===== config.mk =====
export PLATFORM = sky130hd
export DESIGN_NAME = hv_fire_seq_flat
export DESIGN_NICKNAME = d
export VERILOG_FILES = /design/src/rtl/hv_fire_seq_if.sv /design/src/rtl/hv_fire_seq.sv /design/src/flat_wrapper.sv
export SDC_FILE = /design/constraint.sdc
export NUM_CORES = 1
export LEC_CHECK = 0
export CORE_MARGIN = 5
export CORE_UTILIZATION = 50
export CTS_CLUSTER_DIAMETER = 120
export DETAILED_ROUTE_END_ITERATION = 6
export GPL_TIMING_DRIVEN = 0
export PLACE_DENSITY = 0.76
export SLEW_MARGIN = 20
export SYNTH_ARGS = -nofsm -noshare
export SYNTH_HDL_FRONTEND = slang
export SYNTH_SLANG_ARGS = --single-unit
export TNS_END_PERCENT = 1

===== constraint.sdc =====
create_clock -name clk -period 12.2 [get_ports clk]
set_clock_uncertainty 0.05 [all_clocks]
set_input_delay 3.66 -clock clk [delete_from_list [all_inputs] [get_ports clk]]
set_output_delay 3.66 -clock clk [all_outputs]
set_load 0.03 [all_outputs]

===== src/rtl/hv_fire_seq_if.sv =====
// hv_fire_seq_if: pad/ADC inputs and HV drive outputs of the firing sequencer.
// master = pad/ADC front end side, slave = the sequencer itself.
interface hv_fire_seq_if;
   logic        arm_button;
   logic        fire_button;
   logic        lt3420_done;
   logic        cont;
   logic [2:0]  iset;
   logic [11:0] ad_i;
   logic        ad_strobe;
   logic        lt3420_charge;
   logic        pwm;
   logic        dump;
   logic        arm_led;
   logic        cont_led;
   logic        speaker;
   logic        fault;
   logic [2:0]  state;

   modport master (
      output arm_button, fire_button, lt3420_done, cont, iset, ad_i, ad_strobe,
      input  lt3420_charge, pwm, dump, arm_led, cont_led, speaker, fault, state
   );

   modport slave (
      input  arm_button, fire_button, lt3420_done, cont, iset, ad_i, ad_strobe,
      output lt3420_charge, pwm, dump, arm_led, cont_led, speaker, fault, state
   );
endinterface


===== src/rtl/hv_fire_seq.sv =====
// hv_fire_seq: safety sequencer for the HV firing path (LT3420 charger, PWM
// pass switch, dump resistor, continuity sense).
// Optional feature macro: CONT_TONE_EN (continuity tone on speaker).
// Outputs are decoded from the next state and registered, so they line up
// with the state output and the pwm/charge/dump invariants hold every cycle.
module hv_fire_seq #(
   parameter int unsigned DEBOUNCE_CYC   = 48000,
   parameter int unsigned CHARGE_TMO_CYC = 240000000,
   parameter int unsigned FIRE_CYC       = 480000,
   parameter int unsigned DUMP_CYC       = 4800000,
   parameter int unsigned PWM_PERIOD     = 1024,
   parameter int unsigned AMP_LSB        = 136
) (
   input  logic          clk,
   input  logic          reset,
   hv_fire_seq_if.slave  bus
);

   localparam logic [2:0] S_IDLE   = 3'd0;
   localparam logic [2:0] S_CHARGE = 3'd1;
   localparam logic [2:0] S_ARMED  = 3'd2;
   localparam logic [2:0] S_FIRE   = 3'd3;
   localparam logic [2:0] S_DUMP   = 3'd4;
   localparam logic [2:0] S_FAULT  = 3'd5;

   localparam int CW = (DEBOUNCE_CYC > 1) ? $clog2(DEBOUNCE_CYC) : 1;
   localparam int PW = (PWM_PERIOD > 2) ? $clog2(PWM_PERIOD) : 1;
   localparam logic [CW-1:0] DB_LAST   = CW'(DEBOUNCE_CYC - 1);
   localparam logic [PW-1:0] PWM_LAST  = PW'(PWM_PERIOD - 1);
   localparam logic [PW-1:0] PWM_HALF  = PW'(PWM_PERIOD / 2);
   localparam logic [31:0]   CHG_LAST  = 32'(CHARGE_TMO_CYC - 1);
   localparam logic [31:0]   FIRE_LAST = 32'(FIRE_CYC - 1);
   localparam logic [31:0]   DUMP_LAST = 32'(DUMP_CYC - 1);

   // synchronisers: bit 0 arm, 1 fire, 2 charger done, 3 continuity
   logic [3:0]          sync1_q, sync1_d, sync2_q, sync2_d;
   logic [1:0]          db_q, db_d;
   logic [1:0][CW-1:0]  db_cnt_q, db_cnt_d;
   logic                fire_prev_q, fire_prev_d;
   logic [2:0]          state_q, state_d;
   logic [31:0]         tmr_q, tmr_d;
   logic [23:0]         free_q, free_d;
   logic [11:0]         target_q, target_d;
   logic [PW-1:0]       pcnt_q, pcnt_d;
   logic                pwm_q, pwm_d;
   logic                charge_q, charge_d;
   logic                dump_q, dump_d;
   logic                arm_led_q, arm_led_d;
   logic                cont_led_q, cont_led_d;
   logic                fault_q, fault_d;

   logic arm_db, fire_rise, done_s, cont_s, fire_entry, cut;

   assign arm_db    = db_q[0];
   assign fire_rise = db_q[1] & ~fire_prev_q;
   assign done_s    = sync2_q[2];
   assign cont_s    = sync2_q[3];

   // input sync, per-button debounce and the free-running blink/tone counter
   always_comb begin
      sync1_d     = {bus.cont, bus.lt3420_done, bus.fire_button, bus.arm_button};
      sync2_d     = sync1_q;
      db_d        = db_q;
      db_cnt_d    = db_cnt_q;
      fire_prev_d = db_q[1];
      free_d      = free_q + 1'b1;
      for (int b = 0; b < 2; b++) begin
         if (sync2_q[b] == db_q[b]) begin
            db_cnt_d[b] = '0;
         end else if (db_cnt_q[b] == DB_LAST) begin
            db_cnt_d[b] = '0;
            db_d[b]     = sync2_q[b];
         end else begin
            db_cnt_d[b] = db_cnt_q[b] + 1'b1;
         end
      end
   end

   // safety state machine; one timer serves charge timeout, fire window and dump hold
   always_comb begin
      state_d = state_q;
      case (state_q)
         S_IDLE:   if (arm_db && cont_s) state_d = S_CHARGE;
         S_CHARGE: begin
            if (!arm_db)                state_d = S_DUMP;
            else if (done_s)            state_d = S_ARMED;
            else if (tmr_q == CHG_LAST) state_d = S_FAULT;
         end
         // disarm beats a simultaneous fire press
         S_ARMED: begin
            if (!arm_db || !cont_s) state_d = S_DUMP;
            else if (fire_rise)     state_d = S_FIRE;
         end
         // continuity loss is ignored here: the igniter is expected to burn open
         S_FIRE:   if (!arm_db || tmr_q == FIRE_LAST) state_d = S_DUMP;
         S_DUMP:   if (!arm_db && tmr_q >= DUMP_LAST) state_d = S_IDLE;
         S_FAULT:  if (!arm_db) state_d = S_IDLE;
         default:  state_d = S_FAULT;
      endcase

      if (state_d != state_q) tmr_d = '0;
      else if (tmr_q != '1)   tmr_d = tmr_q + 1'b1;
      else                    tmr_d = tmr_q;
   end

   // fire-window PWM: set at period start, cut on first strobe at/above target or at half period
   always_comb begin
      fire_entry = (state_d == S_FIRE) && (state_q != S_FIRE);
      target_d   = fire_entry ? 12'(32'(bus.iset) * AMP_LSB) : target_q;
      cut        = bus.ad_strobe && (bus.ad_i >= target_q);
      if (state_d != S_FIRE || fire_entry) pcnt_d = '0;
      else if (pcnt_q == PWM_LAST)         pcnt_d = '0;
      else                                 pcnt_d = pcnt_q + 1'b1;
      pwm_d = 1'b0;
      if (state_d == S_FIRE && target_d != '0) begin
         if (pcnt_d == '0)                               pwm_d = 1'b1;
         else if (pwm_q && pcnt_d != PWM_HALF && !cut)   pwm_d = 1'b1;
      end
   end

   // output decode from the next state so registered outputs track state_q
   always_comb begin
      charge_d   = (state_d == S_CHARGE) || (state_d == S_ARMED);
      dump_d     = (state_d == S_IDLE) || (state_d == S_DUMP) || (state_d == S_FAULT);
      arm_led_d  = (state_d == S_ARMED) || ((state_d == S_CHARGE) && free_q[23]);
      cont_led_d = cont_s;
      if (state_d == S_FAULT)                               fault_d = 1'b1;
      else if (state_d == S_CHARGE && state_q != S_CHARGE)  fault_d = 1'b0;
      else                                                  fault_d = fault_q;
   end

   // all state; reset forces the safe condition (dump on, everything else off) immediately
   always_ff @(posedge clk or posedge reset) begin
      if (reset) begin
         sync1_q     <= '0;
         sync2_q     <= '0;
         db_q        <= '0;
         db_cnt_q    <= '0;
         fire_prev_q <= 1'b0;
         state_q     <= S_IDLE;
         tmr_q       <= '0;
         free_q      <= '0;
         target_q    <= '0;
         pcnt_q      <= '0;
         pwm_q       <= 1'b0;
         charge_q    <= 1'b0;
         dump_q      <= 1'b1;
         arm_led_q   <= 1'b0;
         cont_led_q  <= 1'b0;
         fault_q     <= 1'b0;
      end else begin
         sync1_q     <= sync1_d;
         sync2_q     <= sync2_d;
         db_q        <= db_d;
         db_cnt_q    <= db_cnt_d;
         fire_prev_q <= fire_prev_d;
         state_q     <= state_d;
         tmr_q       <= tmr_d;
         free_q      <= free_d;
         target_q    <= target_d;
         pcnt_q      <= pcnt_d;
         pwm_q       <= pwm_d;
         charge_q    <= charge_d;
         dump_q      <= dump_d;
         arm_led_q   <= arm_led_d;
         cont_led_q  <= cont_led_d;
         fault_q     <= fault_d;
      end
   end

`ifdef CONT_TONE_EN
   logic speaker_q, speaker_d;

   // ~1.5 kHz tone with continuity in IDLE, chirped by bit 22 in ARMED
   always_comb begin
      speaker_d = cont_s && free_q[14] &&
                  ((state_d == S_IDLE) || ((state_d == S_ARMED) && free_q[22]));
   end

   // tone register
   always_ff @(posedge clk or posedge reset) begin
      if (reset) speaker_q <= 1'b0;
      else       speaker_q <= speaker_d;
   end

   assign bus.speaker = speaker_q;
`else
   assign bus.speaker = 1'b0;
`endif

   assign bus.state         = state_q;
   assign bus.pwm           = pwm_q;
   assign bus.lt3420_charge = charge_q;
   assign bus.dump          = dump_q;
   assign bus.arm_led       = arm_led_q;
   assign bus.cont_led      = cont_led_q;
   assign bus.fault         = fault_q;

endmodule


===== src/flat_wrapper.sv =====
// flat-port wrapper written by rule: the top's interface ports become plain ports
module hv_fire_seq_flat 
#(
   parameter int unsigned DEBOUNCE_CYC   = 48000,
   parameter int unsigned CHARGE_TMO_CYC = 240000000,
   parameter int unsigned FIRE_CYC       = 480000,
   parameter int unsigned DUMP_CYC       = 4800000,
   parameter int unsigned PWM_PERIOD     = 1024,
   parameter int unsigned AMP_LSB        = 136
)
  (clk, reset, bus_arm_button, bus_fire_button, bus_lt3420_done, bus_cont, bus_iset, bus_ad_i, bus_ad_strobe, bus_lt3420_charge, bus_pwm, bus_dump, bus_arm_led, bus_cont_led, bus_speaker, bus_fault, bus_state);
  hv_fire_seq_if bus_i ();
  input  logic clk;
  input  logic reset;
  input wire logic [$bits(bus_i.arm_button)-1:0] bus_arm_button;
  input wire logic [$bits(bus_i.fire_button)-1:0] bus_fire_button;
  input wire logic [$bits(bus_i.lt3420_done)-1:0] bus_lt3420_done;
  input wire logic [$bits(bus_i.cont)-1:0] bus_cont;
  input wire logic [$bits(bus_i.iset)-1:0] bus_iset;
  input wire logic [$bits(bus_i.ad_i)-1:0] bus_ad_i;
  input wire logic [$bits(bus_i.ad_strobe)-1:0] bus_ad_strobe;
  output wire logic [$bits(bus_i.lt3420_charge)-1:0] bus_lt3420_charge;
  output wire logic [$bits(bus_i.pwm)-1:0] bus_pwm;
  output wire logic [$bits(bus_i.dump)-1:0] bus_dump;
  output wire logic [$bits(bus_i.arm_led)-1:0] bus_arm_led;
  output wire logic [$bits(bus_i.cont_led)-1:0] bus_cont_led;
  output wire logic [$bits(bus_i.speaker)-1:0] bus_speaker;
  output wire logic [$bits(bus_i.fault)-1:0] bus_fault;
  output wire logic [$bits(bus_i.state)-1:0] bus_state;
  assign bus_i.arm_button = bus_arm_button;
  assign bus_i.fire_button = bus_fire_button;
  assign bus_i.lt3420_done = bus_lt3420_done;
  assign bus_i.cont = bus_cont;
  assign bus_i.iset = bus_iset;
  assign bus_i.ad_i = bus_ad_i;
  assign bus_i.ad_strobe = bus_ad_strobe;
  assign bus_lt3420_charge = bus_i.lt3420_charge;
  assign bus_pwm = bus_i.pwm;
  assign bus_dump = bus_i.dump;
  assign bus_arm_led = bus_i.arm_led;
  assign bus_cont_led = bus_i.cont_led;
  assign bus_speaker = bus_i.speaker;
  assign bus_fault = bus_i.fault;
  assign bus_state = bus_i.state;
  hv_fire_seq #(.DEBOUNCE_CYC(DEBOUNCE_CYC), .CHARGE_TMO_CYC(CHARGE_TMO_CYC), .FIRE_CYC(FIRE_CYC), .DUMP_CYC(DUMP_CYC), .PWM_PERIOD(PWM_PERIOD), .AMP_LSB(AMP_LSB)) u_core (.clk(clk), .reset(reset), .bus(bus_i));
endmodule

==> results.txt <==
----------------------------------------------------
[Worst setup path]
  Top cell family by delay on the critical path ... buffers and inverters
  Arrival time worst endpoint ... 1.71 ns
  Crit Path Category ... register to primary output
  Buffers & Inverters on Critical Path ... 1
  Startpoint of the lowest-slack register-to-register path ... u_core.tmr_q[22]
  Slack of the worst reg-to-reg path ... about 9.5 ns
  Critical Path, Cell by Cell ... clkdlybuf4s50_1
  CP peak stage delay ... 0.79 ns
  Startpoint class of the critical path ... register
  Max stage delay cell, worst path ... clkdlybuf4s50_1
  Required @ worst endpoint ... 8.49 ns
  Endpoint of the most critical register-to-register path ... u_core.bus.pwm
  Worst reg2reg path depth ... 7
  Element type at the critical path end ... primary output
  Highest fanout seen on the critical path ... 10

[Pwr]
  Part of the total power dissipated in sequential elements ... 44.1%
  P_int ... 0.787 mW
  Total power ... just under 1 mW
  Leakage component of the power ... 3.35 nW
  Areal power density over the cells ... approximately 130 nW/µm²
  VDD IR-drop max ... around 100 µV
  Share of total power in the clock network ... between 50% and 60%
  Net Sw Power ... between 0.2 and 0.25 mW
  Fraction of power spent switching nets ... 20.7%
  Share of total power in combinational logic ... under 10%

[Drt]
  Initial DRT Pass Iterations ... 4
  Via count ... between 5000 and 6000
  Total Routed Length ... 13700 µm
  Drc violations ... 0
  Count of antenna-violating nets left after detailed routing ... 0
  Starting DRT DRC Count ... 420
  Vias per cell ... approximately 5.6
  Routed WL per cell ... around 15 µm

[Synthesis]
  Number of nets in the synthesized netlist ... a little over 700
  Sequential area share after synthesis ... between 50% and 60%
  Post-synthesis sequential element count ... 130
  Proportion of register bits with asynchronous set or reset after synthesis ... 100%
  Syn Area/Cell ... roughly 9.8 µm²
  Distinct cells, synth ... slightly below 60
  Number of flops mapped to enable cells by yosys ... 0
  Synthesized area ... about 6500 µm²
  Gate count of the mapped netlist ... about 670
  Main flop type after synthesis ... dfrtp_1
  Synthesis warning total ... 0

[Placement]
  Pre-CTS WS ... about 6.8 ns
  Quantity of I/O buffers inserted on ports ... 30
  Routability congestion estimate ... between 0.9 and 1
  Cell area after placement ... roughly 7000 µm²
  Half-perimeter wire length after detailed placement ... between 9000 and 10000 µm
  Post-Place Cells ... between 800 and 900

[Timing]
  Hold violation total from the final report ... 0
  Setup violation total in the final timing report ... 0
  Worst hold margin ... 0.299 ns
  Period minus WS final ... roughly 5.4 ns
  RSZ-0062 raised after global routing ... no
  Final period utilization ... between 40% and 50%
  Setup slack of the critical path after layout ... 6.78 ns
  Summed negative setup slack over all endpoints ... 0 ns
  Max Fclk ... 0.184 GHz
  Final Max Slew Viols ... 0
  Actual slew at the worst max-slew pin ... 0.840 ns
  Max-slew headroom at the worst pin ... between 40% and 50%

[CTS]
  Htree depth ... 4
  Hold Buf Count CTS ... 0
  Clock transition at path regs ... approximately 0.060 ns
  Number of setup buffers added after CTS ... 0
  Bufs on Longest Clock Path ... 2
  TritonCTS sink count ... between 100 and 150
  Clock Root Buffer ... clkbuf_16
  CTS tree ... yes
  Insertion delay of the later-clocked pin in the worst-skew pair ... between 0.4 and 0.5 ns
  Clock buffer count from CTS ... 17
  Number of gates given a new drive strength after cts ... 0

[Min path]
  Hold path startpoint ... u_core.sync1_q[2]
  Worst Hold Endpoint ... u_core.sync2_q[2]
  Number of stages on the worst hold path ... 0
  Type of the most critical hold path ... register to register

[Cells and area]
  Fillers ... 1025
  Final non-filler cell total ... 901
  Most common library cell in the layout ignoring fill and taps ... dfrtp_1
  Post-layout utilization of the core ... between 60% and 70%
  Post-layout nets ... approximately 760
  Leading cell types in the layout, fill and taps excluded ... dfrtp_1, nor2_1, xor2_1, nand2_1, nand3_1
  Number of antenna cells inserted ... 0
  Final Cell Area ... between 7000 and 8000 µm²
  Area delta synth->final ... 18.1%
  Fraction of final layout cells with drive strength greater than 1 ... under 10%

[Die]
  Overall die area ... 15400 µm²
  Die width ... about 120 µm
  Initial Utilization ... about 51%
  Overall die height ... ~120 µm
  IO Pins ... 32
  Core Area ... 12700 µm²
  Number of core rows ... roughly 40

[GRT]
  Total gr overflow ... 0
  Global-route wire length before repair ... 23100 µm
  GRT Util Overall ... 19.2%
  Number of global-route vias before repair ... around 5000
  Initial antenna violation count ... 0
  Largest net degree at the start of global routing ... a little under 80

[Status]
  Status ... completed

[Flow run]
  Number of maximum-capacitance violations ... 0

----------------------------------------------------
[worst max-delay path by stage]
stage	start	endpoint	cells after the start
2_1_floorplan	reset	u_core.bus.arm_led	1
3_3_place_gp	reset	u_core.free_q[2]	2
3_5_place_dp	bus_ad_i[7]	u_core.bus.pwm	7
4_1_cts	u_core.bus.state[2]	bus_state[2]	1
5_1_grt	u_core.bus.state[2]	bus_state[2]	1
6_report	u_core.bus.state[2]	bus_state[2]	1
[registers in the layout, indices dropped and copies added (netlist names)]
register                  count
u_core.target_q              12
u_core.db_cnt_q              32
u_core.pcnt_q                10
u_core.fire_prev_q            1
u_core.db_q                   2
u_core.bus.state              3
u_core.bus.cont_led           1
u_core.free_q                24
u_core.bus.pwm                1
u_core.bus.fault              1
u_core.sync1_q                4
u_core.tmr_q                 32
u_core.bus.arm_led            1
u_core.bus.dump               1
u_core.bus.lt3420_charge      1
u_core.sync2_q                4
[synthesized netlist by cell type, types with 3 or more instances]
cell,number,share of area [%]
dfrtp_1,129,50
nor2_1,97,5.6
xor2_1,48,6.5
nand2_1,45,2.6
nand3_1,41,3.2
nand4_1,36,3.5
xnor2_1,36,4.9
inv_1,27,1.6
and3_1,22,2.1
o21ai_0,20,1.5
clkbuf_1,18,1.0
ha_1,17,3.3
nor3_1,17,1.3
a21oi_1,13,1.0
nor4_1,11,1.1
and4_1,9,1.2
or3_1,8,0.77
and2_1,5,0.48
nand2b_1,5,0.48
a31oi_1,4,0.39
nor2b_1,4,0.39
nor4b_1,4,0.54
or2_2,4,0.39
a31o_2,3,0.40
buf_2,3,0.23
[cell families after synthesis]
logic type | share of synthesized area, %
AND/OR/NAND/NOR | 25.3
XOR/XNOR | 11.3
buffers and inverters | 3.12
AO/OA/AOI/OAI | 6.17
other | 0.0577
multiplexers | 0.655
flip-flops | 50.1
adder cells (fa/ha/maj) | 3.28
[cell type report]
cell class | instances | area (µm²) | share of cell area [%]
clock buffer | 18 | 429 | 5.59
timing repair buffer | 31 | 328 | 4.27
multi-input combinational | 486 | 3050 | 39.7
clock inverter | 14 | 188 | 2.45
buffer | 23 | 101 | 1.32
tap | 172 | 215 | 2.81
sequential | 130 | 3250 | 42.4
inverter | 27 | 106 | 1.39
[power groups by stage]
stage	Sequential (mW)	Combinational [mW]	Clock, mW
after floorplan	0.445	0.0147	0
final	0.437	0.0276	0.528
after global routing	0.437	0.0315	0.558
after global placement	0.445	0.0255	0
after detailed placement	0.445	0.0282	0
after CTS	0.437	0.0284	0.535
[metal layers]
layer / vias to the layer above / track usage, % / wire length, µm
li1: 2421 / - / -
met1: 2442 / 23.0 / 5880
met2: 140 / 32.7 / 6800
met3: 24 / 5.27 / 758
met4: 0 / 8.01 / 291
met5: - / 0 / 0
Power figures use the tool's default switching activity.
